### src/rtl/costas_phase_detector.sv
// costas_phase_detector
//
// Costas-loop phase detector for the 8 MHz loop. It integrates NCO-mixed I/Q
// baseband samples over blocks of N = 2**LOG2_N accepted samples. At the end of
// each block it dumps the sums and forms a 26-bit signed phase error for the
// loop filter. A hysteretic lock indicator is derived from the dump magnitudes.
//
// Build option (macro PD_MULT_EN):
//   undefined : decision-directed detector.
//               pd = q_dump, negated when i_dump < 0 (i_dump = 0 counts as positive).
//   defined   : full Costas multiplier.
//               pd = (i_dump * q_dump) >>> (2*AW - 26).
//
// Ports:
//   clk      in   system clock (8 MHz)
//   rst      in   asynchronous reset, active low
//   din_en   in   sample valid; i_in/q_in are accumulated only when high
//   i_in     in   signed in-phase mixer output, DW bits
//   q_in     in   signed quadrature mixer output, DW bits
//   pd       out  signed phase error, 26 bits, held between dumps
//   pd_valid out  one-cycle pulse when pd updates
//   locked   out  carrier lock indicator
//
// Width constraints: AW = DW + LOG2_N must satisfy AW <= 26 and 2*AW >= 26.

module costas_phase_detector #(
  parameter int DW       = 16,
  parameter int LOG2_N   = 3,
  parameter int LOCK_MAX = 15
) (
  input  logic                 clk,
  input  logic                 rst,
  input  logic                 din_en,
  input  logic signed [DW-1:0] i_in,
  input  logic signed [DW-1:0] q_in,
  output logic signed [25:0]   pd,
  output logic                 pd_valid,
  output logic                 locked
);

  localparam int AW = DW + LOG2_N;
  localparam int PW = 26;
  localparam int LW = $clog2(LOCK_MAX + 1);

  // ---------------------------------------------------------------------------
  // Stage 1: integrate and dump
  // ---------------------------------------------------------------------------
  logic        [LOG2_N-1:0] cnt;
  logic signed [AW-1:0]     i_acc;
  logic signed [AW-1:0]     q_acc;
  logic signed [AW-1:0]     i_dump;
  logic signed [AW-1:0]     q_dump;
  logic                     dump_valid;

  logic signed [AW-1:0] i_ext;
  logic signed [AW-1:0] q_ext;
  logic signed [AW-1:0] i_sum;
  logic signed [AW-1:0] q_sum;
  logic                 last_sample;

  assign i_ext = {{LOG2_N{i_in[DW-1]}}, i_in};
  assign q_ext = {{LOG2_N{q_in[DW-1]}}, q_in};
  assign i_sum = i_acc + i_ext;
  assign q_sum = q_acc + q_ext;

  // cnt == N-1 is the all-ones pattern because N is a power of two.
  assign last_sample = &cnt;

  always_ff @(posedge clk or negedge rst) begin
    if (!rst) begin
      cnt        <= '0;
      i_acc      <= '0;
      q_acc      <= '0;
      i_dump     <= '0;
      q_dump     <= '0;
      dump_valid <= 1'b0;
    end else begin
      dump_valid <= 1'b0;
      if (din_en) begin
        cnt <= cnt + 1'b1;  // natural wrap from N-1 to 0
        if (last_sample) begin
          // Dump includes the current sample.
          // Accumulators restart at zero so the next sample opens a fresh block.
          i_dump     <= i_sum;
          q_dump     <= q_sum;
          i_acc      <= '0;
          q_acc      <= '0;
          dump_valid <= 1'b1;
        end else begin
          i_acc <= i_sum;
          q_acc <= q_sum;
        end
      end
    end
  end

  // ---------------------------------------------------------------------------
  // Stage 2: phase error
  // ---------------------------------------------------------------------------
  logic signed [PW-1:0] pd_calc;

`ifdef PD_MULT_EN
  logic signed [2*AW-1:0] product;

  assign product = i_dump * q_dump;
  // Take the top PW bits: an arithmetic right shift by 2*AW-PW with floor rounding.
  assign pd_calc = product[2*AW-1 -: PW];
`else
  logic signed [PW-1:0] q_dump_ext;

  assign q_dump_ext = {{(PW-AW){q_dump[AW-1]}}, q_dump};
  // Negating the most negative q_dump cannot wrap, because PW > AW.
  assign pd_calc = i_dump[AW-1] ? -q_dump_ext : q_dump_ext;
`endif

  // ---------------------------------------------------------------------------
  // Lock detector: |i_dump| > 2*|q_dump|
  // ---------------------------------------------------------------------------
  // Magnitudes are computed at AW+2 bits.
  // This holds |min| = 2**(AW-1) and twice it without overflow.
  logic signed [AW+1:0] i_wide;
  logic signed [AW+1:0] q_wide;
  logic signed [AW+1:0] i_mag;
  logic signed [AW+1:0] q_mag2;
  logic                 lock_up;
  logic        [LW-1:0] lock_cnt;
  logic        [LW-1:0] lock_next;

  assign i_wide  = {{2{i_dump[AW-1]}}, i_dump};
  assign q_wide  = {{2{q_dump[AW-1]}}, q_dump};
  assign i_mag   = i_dump[AW-1] ? -i_wide : i_wide;
  assign q_mag2  = (q_dump[AW-1] ? -q_wide : q_wide) <<< 1;
  assign lock_up = i_mag > q_mag2;

  always_comb begin
    lock_next = lock_cnt;
    if (lock_up) begin
      if (lock_cnt != LW'(LOCK_MAX)) lock_next = lock_cnt + 1'b1;
    end else begin
      if (lock_cnt != '0) lock_next = lock_cnt - 1'b1;
    end
  end

  always_ff @(posedge clk or negedge rst) begin
    if (!rst) begin
      pd       <= '0;
      pd_valid <= 1'b0;
      lock_cnt <= '0;
      locked   <= 1'b0;
    end else begin
      pd_valid <= dump_valid;
      if (dump_valid) begin
        pd       <= pd_calc;
        lock_cnt <= lock_next;
        // Hysteresis: set only at full count, clear only at empty, else hold.
        if (lock_next == LW'(LOCK_MAX)) begin
          locked <= 1'b1;
        end else if (lock_next == '0) begin
          locked <= 1'b0;
        end
      end
    end
  end

endmodule

### config.mk
export PLATFORM = sky130hd
export DESIGN_NAME = costas_phase_detector
export DESIGN_NICKNAME = d
export VERILOG_FILES = /design/src/rtl/costas_phase_detector.sv
export SDC_FILE = /design/constraint.sdc
export NUM_CORES = 1
export LEC_CHECK = 0
export CORE_MARGIN = 5
export CORE_UTILIZATION = 60
export CTS_BUF_LIST = sky130_fd_sc_hd__clkbuf_2 sky130_fd_sc_hd__clkbuf_4 sky130_fd_sc_hd__clkbuf_8
export DETAILED_ROUTE_END_ITERATION = 8
export MAX_ROUTING_LAYER = met4
export PLACE_DENSITY_LB_ADDON = 0.12
export SYNTH_ARGS = -nofsm -noshare
export SYNTH_HDL_FRONTEND = slang
export SYNTH_SLANG_ARGS = --single-unit
export TNS_END_PERCENT = 50
### constraint.sdc
create_clock -name clk -period 5.9 [get_ports clk]
set_input_delay 0.885 -clock clk [delete_from_list [all_inputs] [get_ports clk]]
set_output_delay 0.885 -clock clk [all_outputs]
set_load 0.03 [all_outputs]
==> run_results.csv <==
group,metric,value,unit
setup_path,end_kind,"flop",
global_routing,grt_first_pass_wirelength,27900,microns
logic_synthesis,ys_types,61,
logic_synthesis,yosys_warnings,0,
floorplanning,core,0.0121,sq mm
final_layout,postLayoutCoreUtil,69.7,%
timing,tightest_slew,0.786,ns
timing,maxClockFrequency,0.173,GHz
drt,via_per_inst,5.85,
final_layout,areaGrowthSynthToFinish,13.1,%
timing,slew_headroom,46.9,%
drt,wirelength,16900,microns
logic_synthesis,ys_top_cells_by_area,"dfrtp_1 38%, ha_1 11%, xor2_1 5.6%",
drt,routedWlPerCell,16.3,microns
clocking,clock_latency,0.39,ns
placement,hpwl,12700,microns
logic_synthesis,synthFlopType,"dfrtp_1",
clocking,cts_sinks,112,
clocking,cts_tree,"built",
pwr,p_leak,3.84,nW
setup_path,cp-start-kind,"flop",
setup_path,cp.arrival,6.05,ns
setup_path,crit_start,"q_dump[0]$_DFFE_PN0P_",
logic_synthesis,ys_seq_area_share,37.6,%
setup_path,r2r-start,"q_dump[0]$_DFFE_PN0P_",
drt,vias,6060,
timing,period_minus_slack,5.77,ns
setup_path,critical_path.max_fanout,4,
floorplanning,start_util,61.6,%
global_routing,antenna_found_initial,0,
clocking,root_buffer,"clkbuf_8",
logic_synthesis,netlist_area,0.00746,sq mm
final_layout,nNetsFinal,965,
logic_synthesis,synth_seq_cells,112,
final_layout,n_antenna_cell,0,
global_routing,grt_max_degree,75,
timing,clock-skew-final,0.0164,ns
logic_synthesis,synth_most_common_cell,"dfrtp_1",
drt,drt_iter0_markers,482,
placement,port_buffers,62,
logic_synthesis,synthCells,814,
clocking,cts_buffer_depth,2,
timing,finalSetupViolCount,0,
drt,drt_pass1_iterations,5,
global_routing,grt_overflow,0,
pwr,p_per_area,587,mW/mm^2
timing,hold_viol,0,
timing,finalCritPeriodShare,97.7,%
global_routing,grt_pass1_vias,5897,
logic_synthesis,netlist_top_cells_count,"112 x dfrtp_1, 96 x nand2_1, 65 x ha_1",
hold_path,min_from,"i_acc[8]$_DFFE_PN0P_",
floorplanning,die_area,0.0148,sq mm
floorplanning,fp.dieW,122,microns
setup_path,critPathKind,"reg -> reg",
clocking,clkTransAtPathRegs,0.11,ns
global_routing,grtUsageTotal,24.1,%
outcome,status,"finished, final reports clean",
hold_path,hold_path_class,"reg -> reg",
final_layout,drive_gt1_share,5.76,%
logic_synthesis,netlist.area_leader.share,37.6,%
placement,placedCellCount,1017,
logic_synthesis,synth_largest_area_cell,"dfrtp_1",
job,max-cap-violations,0,
logic_synthesis,synth_edf_count,0,
clocking,cts_hold_buffers,0,
clocking,cts_buffers,9,
logic_synthesis,async_reset_ff_share,100,%
pwr,peakVddDrop,0.273,mV
drt,drcViolationCount,0,
logic_synthesis,syn_area_per_cell,9.17,sq um
clocking,cts-htree-levels,3,
floorplanning,io_pins,63,
final_layout,instances_no_fill,1036,
final_layout,n_fill_cell,998,
floorplanning,die_h,122,microns
timing,drv_slew,0,
setup_path,cp_data_required_time,6.18,ns
floorplanning,rows,40,
drt,ant_nets,0,
placement,gp_congestion,0.877,
timing,timing.hold.ws,0.502,ns
cell families after synthesis:
family | Yosys count | synth area share (%)
simple gates | 255 | 16.4
compound gates | 213 | 18.6
flops | 112 | 37.6
xor+xnor | 82 | 9.82
fa+ha+maj | 67 | 11.4
buf+inv | 67 | 3.39
mux | 17 | 2.68
other cells | 1 | 0.0502
state kept, by name, indices dropped and copies added, names as in the netlist:
signal	count
cnt	3
dump_valid	1
i_acc	19
i_dump	19
lock_cnt	4
locked	1
pd	26
pd_valid	1
q_acc	19
q_dump	19
final timing paths:
kind	endpoint	slack (ns)	cells after the start
setup / recovery	locked$_DFFE_PN0P_	0.13	17
hold / removal	i_acc[8]$_DFFE_PN0P_	0.50	1
setup reg to reg	locked$_DFFE_PN0P_	0.13	17
hold reg to reg	i_acc[8]$_DFFE_PN0P_	0.50	1
max in group asynchronous	q_acc[4]$_DFFE_PN0P_	4.13	2
min in group asynchronous	i_acc[15]$_DFFE_PN0P_	0.54	1
where the power goes:
group	internal [mW]	switching [mW]
combinational	1.30	1.71
sequential	1.13	0.371
clock	0.165	0.275
total	2.60	2.36
timing repair:
action,in CTS,in global routing
pin swaps,0,2
hold endpoints to repair,0,0
setup endpoints to repair,1,1
buffers inserted,0,3
gates resized for setup,1,4
critical path: stages (launching register included):
cell and delay [ns]:
dfrtp_1 0.44, or3_1 0.44, or4b_4 0.52, or3_1 0.40, or3_4 0.36, or3_1 0.35, nand2_1 0.10, xor2_1 0.21
ha_1 0.28, and4_1 0.25, a21o_1 0.20, a221oi_4 0.34, nand3_2 0.16, a21boi_2 0.23, mux2_1 0.35, o221a_1 0.27
or4b_1 0.52, a22o_1 0.24
through the flow:
stage	setup TNS [ns]	worst slack (ns)	cell area (sq um)	total power, mW
global placement	0	0.242	8210	4.34
floorplan	0	0.500	7470	3.62
CTS	0	0.0335	8400	4.93
detailed placement	0	0.0243	8210	4.47
finish	0	0.134	8440	4.95
global route	-0.00920	-0.00920	8440	5.39
final cells by class:
| cell class | count | area (sq um) | share of cell area (%) |
|---|---|---|---|
| Multi-Input combinational cell | 636 | 4440 | 52.6 |
| Clock inverter | 6 | 50.0 | 0.593 |
| Tap cell | 168 | 210 | 2.49 |
| Inverter | 33 | 124 | 1.47 |
| Sequential cell | 112 | 2800 | 33.2 |
| Clock buffer | 10 | 131 | 1.56 |
| Timing Repair Buffer | 71 | 686 | 8.12 |
routing by layer:
metal	track usage (%)	share of wire, %	up-vias
met4	7.00	1.7	0
met3	3.06	3.5	21
met1	31.4	46	2928
met2	39.9	48	125
li1	-	-	2986
met5	-	0	-
cells in the final DEF, fill, tap and decap left out, types with 3 or more instances in the layout:
master / Yosys / layout
buf_4: 0 / 10
nor2b_1: 7 / 7
o41ai_1: 3 / 3
o21a_1: 5 / 5
o21bai_1: 5 / 5
clkbuf_8: 0 / 9
ha_1: 65 / 65
mux2_2: 9 / 9
a21oi_1: 48 / 48
and3_1: 10 / 10
a211o_1: 3 / 3
xnor2_1: 33 / 33
o31ai_1: 17 / 17
nor3_1: 13 / 13
and2_1: 3 / 3
nand3b_1: 3 / 3
nand2b_1: 11 / 11
inv_1: 33 / 33
nand4_1: 7 / 7
xor2_1: 48 / 48
dfrtp_1: 112 / 112
or2_2: 4 / 4
a21o_1: 15 / 15
nor2_1: 55 / 55
a31oi_1: 4 / 4
mux2i_1: 5 / 5
a211oi_1: 4 / 4
o2bb2ai_1: 28 / 28
o21ai_0: 64 / 64
nand2_1: 96 / 96
nand3_1: 16 / 15
or3_1: 20 / 19
clkdlybuf4s50_1: 0 / 61
Note: power is estimated with default switching activity, not from simulation.
